<file path="src/rtl/epl_correlator.sv">
// Early/prompt/late correlator with integrate-and-dump readout registers.
// Optional EPL_SAT_EN: accumulators saturate instead of wrapping.

module epl_acc_lane #(
  parameter int SW = 3,
  parameter int AW = 16
) (
  input  logic                 clk,
  input  logic                 rst,
  input  logic                 clr,
  input  logic                 sample_enable,
  input  logic                 chip,
  input  logic signed [SW-1:0] sample,
  input  logic                 dump_enable,
  output logic signed [AW-1:0] dump_val
);
  logic signed [AW-1:0] acc, s_ext, term, upd, nxt;

  // Widen before negating so the most negative sample negates exactly.
  assign s_ext = {{(AW-SW){sample[SW-1]}}, sample};
  assign term  = chip ? s_ext : -s_ext;

`ifdef EPL_SAT_EN
  logic signed [AW:0] sum;
  assign sum = {acc[AW-1], acc} + {term[AW-1], term};
  always_comb begin
    upd = sum[AW-1:0];
    if (sum[AW] != sum[AW-1])
      upd = sum[AW] ? {1'b1, {(AW-1){1'b0}}} : {1'b0, {(AW-1){1'b1}}};
  end
`else
  assign upd = acc + term;
`endif

  assign nxt = sample_enable ? upd : acc;

  always_ff @(posedge clk) begin
    if (rst) begin
      acc      <= '0;
      dump_val <= '0;
    end else if (clr) begin
      acc <= '0;
    end else if (dump_enable) begin
      dump_val <= nxt;
      acc      <= '0;
    end else begin
      acc <= nxt;
    end
  end
endmodule

module epl_correlator #(
  parameter int SW = 3,
  parameter int AW = 16
) (
  input  logic                 clk,
  input  logic                 rst,
  input  logic                 sample_enable,
  input  logic signed [SW-1:0] i_sample,
  input  logic signed [SW-1:0] q_sample,
  input  logic                 early,
  input  logic                 prompt,
  input  logic                 late,
  input  logic                 dump_enable,
  input  logic                 prn_key_enable,
  input  logic                 rd_strobe,
  output logic signed [AW-1:0] i_early,
  output logic signed [AW-1:0] q_early,
  output logic signed [AW-1:0] i_prompt,
  output logic signed [AW-1:0] q_prompt,
  output logic signed [AW-1:0] i_late,
  output logic signed [AW-1:0] q_late,
  output logic [15:0]          n_samples,
  output logic                 acc_valid,
  output logic                 overrun
);
  localparam int NUM_LANES = 6;

  logic [1:0][SW-1:0]           smp;
  logic [2:0]                   chips;
  logic [NUM_LANES-1:0][AW-1:0] dv;
  logic [15:0]                  cnt;

  assign smp   = {q_sample, i_sample};
  assign chips = {late, prompt, early};

  // Lane k: component k/3 (0=I, 1=Q), chip k%3 (0=early, 1=prompt, 2=late).
  for (genvar k = 0; k < NUM_LANES; k++) begin : g_lane
    epl_acc_lane #(.SW(SW), .AW(AW)) u_lane (
      .clk          (clk),
      .rst          (rst),
      .clr          (prn_key_enable),
      .sample_enable(sample_enable),
      .chip         (chips[k % 3]),
      .sample       (smp[k / 3]),
      .dump_enable  (dump_enable),
      .dump_val     (dv[k])
    );
  end

  assign i_early  = dv[0];
  assign i_prompt = dv[1];
  assign i_late   = dv[2];
  assign q_early  = dv[3];
  assign q_prompt = dv[4];
  assign q_late   = dv[5];

  always_ff @(posedge clk) begin
    if (rst) begin
      cnt       <= '0;
      n_samples <= '0;
      acc_valid <= 1'b0;
      overrun   <= 1'b0;
    end else if (prn_key_enable) begin
      cnt       <= '0;
      acc_valid <= 1'b0;
      overrun   <= 1'b0;
    end else if (dump_enable) begin
      n_samples <= cnt + 16'(sample_enable);
      cnt       <= '0;
      acc_valid <= 1'b1;
      if (acc_valid && !rd_strobe) overrun <= 1'b1;
    end else begin
      if (sample_enable) cnt <= cnt + 16'd1;
      if (rd_strobe) acc_valid <= 1'b0;
    end
  end
endmodule

</file>
<file path="config.mk">
export PLATFORM = sky130hd
export DESIGN_NAME = epl_correlator
export DESIGN_NICKNAME = d
export VERILOG_FILES = /design/src/rtl/epl_correlator.sv
export SDC_FILE = /design/constraint.sdc
export NUM_CORES = 1
export LEC_CHECK = 0
export ABC_CLOCK_PERIOD_IN_PS = 4000
export BUFFER_PORTS_ARGS = -buffer_cell sky130_fd_sc_hd__buf_2
export CORE_MARGIN = 5
export CORE_UTILIZATION = 47
export DETAILED_ROUTE_END_ITERATION = 6
export PLACE_DENSITY = 0.62
export SLEW_MARGIN = 25
export SYNTH_ARGS = -nofsm -noshare
export SYNTH_HDL_FRONTEND = slang
export SYNTH_SLANG_ARGS = --single-unit
export TNS_END_PERCENT = 10
</file>
<file path="constraint.sdc">
create_clock -name clk -period 4 [get_ports clk]
set_input_delay 0.2 -clock clk [delete_from_list [all_inputs] [get_ports clk]]
set_output_delay 0.2 -clock clk [all_outputs]
set_load 0.02 [all_outputs]
</file>
==> metrics.yaml <==
run_status:
  outcome: "finished, final reports clean"
pwr:
  p_int_mw: 4.36
  clockPowerShare_pct: 42.4
  p_leak_nw: 6.58
  power_mw: 6.03
  peakVddDrop_mv: 0.297
  p_switching_mw: 1.67
  power_frac_comb_pct: 17.8
  switching_share_pct: 27.7
  power.density_cell_area_nw_per_um2: 403
  p_seq_share_pct: 39.8
place:
  placed_cells: 1967
  dp_hpwl_um: 23700
  port_buffers: 128
  gp_congestion: 0.898
drt:
  routed-via-count: 11100
  ant_nets: 0
  wire_per_inst_um: 16.4
  route.detailed.drc: 0
  finalWirelength_um: 33200
  dr.first_iter.drc_count: 661
  first_pass_iters: 4
  via_per_inst: 5.50
final_layout:
  final_cells: 2018
  syn2layout_area_growth_pct: 14.6
  multi_input_area_um2: 8080
  fillers: 2682
  diodes: 0
  drive_above_1_share_pct: 14.3
  regArea_um2: 4520
  nets: 1752
grt:
  grt_max_degree: 99
  overflow: 0
  gr-usage-all-layers_pct: 20.8
  top_usage_layer: "met2"
  use_met2_pct: 33.9
  grt_pass1_wl_um: 54600
  antenna_found_initial: 2
  grt_use_met3_pct: 3.59
  met1_usage_pct: 29.5
  grt_pass1_vias: 10700
sta:
  grt_setup_unrepaired: "no"
  fin_crit_ns: 2.95
  slew_headroom_pct: 37.2
  max_freq_mhz: 339
  hold_viol_final: 0
  finalClockSkew_ns: 0.00786
  drv_slew: 0
  finalCritPeriodShare_pct: 73.6
  finalSetupViolCount: 0
  setup_tns_ns: 0
  tightest_slew_ns: 0.935
clocking:
  postCtsSetupRepairBufs: 0
  cts_max_path_buffers: 3
  clock-sinks: 226
  clk_pin_slew_ns: 0.06
  cts_root_buf: "clkbuf_16"
  cts_resized: 0
  numCtsBuffers: 26
  htree_num_levels: 1
  cts_tree: "yes"
  ctsHoldBuffers: 3
  insertion_delay_ns: 0.53
synthesis:
  yosysTopAreaCell: "dfxtp_1"
  synth_top_area_share_pct: 34.7
  netlist_instances: 1526
  yosys-top-cells-area: "dfxtp_1, ha_1, nor2_1, mux2i_1, a211oi_1"
  synthTopCellsByCount: "nor2_1, dfxtp_1, a21oi_1"
  synth_area_um2: 13100
  yosys.cell_types.count: 79
  ys.flop_type: "dfxtp_1"
  yosysMostFrequentCell: "nor2_1"
  syn-num-nets: 1658
  post_synth.cell_area_avg_um2: 8.55
  yosys_register_bits: 226
  synth_seq_area_share_pct: 34.7
  synth_edf_count: 0
  async_reset_ff_share_pct: 0
  yosys_warnings: 0
die:
  row_count: 61
  core_area_um2: 27600
  die_width_um: 177
  dieArea_um2: 31200
  num_io_pins: 129
  initial_core_util_pct: 47.2
  die_y_um: 177
job:
  drv_cap: 0
critical_path:
  startpoint_type: "input port"
  worstPathArrival_ns: 3.31
  endpoint_kind: "register"
  timing_worst_setup_path_type: "in2reg"
  cp_data_required_time_ns: 4.36
  critical_path.max_fanout: 9
min_path:
  hold_path.class: "in2reg"
-- final cells by class --
cell class                 instances  area share (%)
clock buffer                      39            5.29
clock inverter                     9           0.970
inverter                          29           0.728
multi-input combinational       1186            54.0
sequential                       226            30.2
tap                              378            3.16
timing repair buffer             151            5.60
-- stage by stage --
step,setup slack [ns],utilization [%],hold WS (ns),area [um^2]
after floorplan,0.961,-,0.279,13100
after global placement,0.552,50.7,0.445,14000
after detailed placement,0.541,50.7,0.448,14000
after CTS,1.08,54.1,0.00801,15000
after global routing,0.863,54.1,0.0330,15000
final,1.05,54.1,0.0332,15000
-- logic make-up after synthesis --
logic type | share of synthesized area, %
DFF | 34.7
xor gates and xnor gates | 6.11
and+or+nand+nor | 16.8
adders and majority gates | 11.6
muxes | 6.78
AOI/OAI and AO/OA | 20.5
buffers and inverters | 3.52
-- registers in the layout, summed over array words and instances (netlist names) --
name                    flops
acc_valid                   1
cnt                        16
g_lane.u_lane.acc          96
g_lane.u_lane.dump_val     96
n_samples                  16
overrun                     1
-- per-layer routing --
layer | wire [um] | vias to the layer above
li1 | - | 5690
met1 | 16400 | 5162
met2 | 14700 | 211
met3 | 1670 | 34
met4 | 381 | 4
met5 | 21 | -
-- final timing paths --
kind,depth (start not counted),startpoint,endpoint,slack (ns)
max,16,i_sample[0],g_lane[2].u_lane.dump_val[15],1.05
min,3,dump_enable,overrun,0.03
max reg2reg,9,g_lane[4].u_lane.acc[0],g_lane[4].u_lane.dump_val[12],1.39
min reg2reg,2,n_samples[1],n_samples[1],0.46
-- power groups by stage --
stage	Combinational (mW)	Clock, mW	Sequential (mW)
finish	1.07	2.55	2.40
global route	1.19	2.72	2.41
CTS	1.08	2.62	2.40
detailed placement	1.07	0	2.45
global placement	1.05	0	2.45
floorplan	0.701	0	2.53
-- critical path: stages --
cell	delay (ns)
buf_2	0.14
inv_1	0.07
ha_1	0.19
inv_1	0.05
ha_1	0.13
inv_1	0.05
o21ai_0	0.36
buf_4	0.25
ha_1	0.36
a21oi_2	0.19
o21ai_0	0.12
or3_1	0.34
o21a_1	0.21
o311ai_2	0.32
xor2_1	0.24
a211oi_1	0.10
-- layout by cell type (no fill, tap or decap), types with 6 or more instances in the layout --
master and instances:
nand2_1 88, a21o_1 28, or3_1 12, nor2_1 269, nand3_1 26, and3_1 9, o21ai_0 52, fa_1 6
nand3b_1 6, nand4_1 20, a211oi_1 90, clkbuf_8 7, a311oi_1 10, xnor2_1 54, o21a_1 7, clkbuf_16 27
mux2_2 11, o21bai_1 10, nand2b_1 8, nor3_1 25, buf_2 126, inv_1 28, mux2i_1 76, nor2b_1 8
xor2_1 37, ha_1 111, buf_4 21, nor4_1 6, dfxtp_1 226, a21oi_1 120, o211ai_1 6
Power figures use the tool's default switching activity.
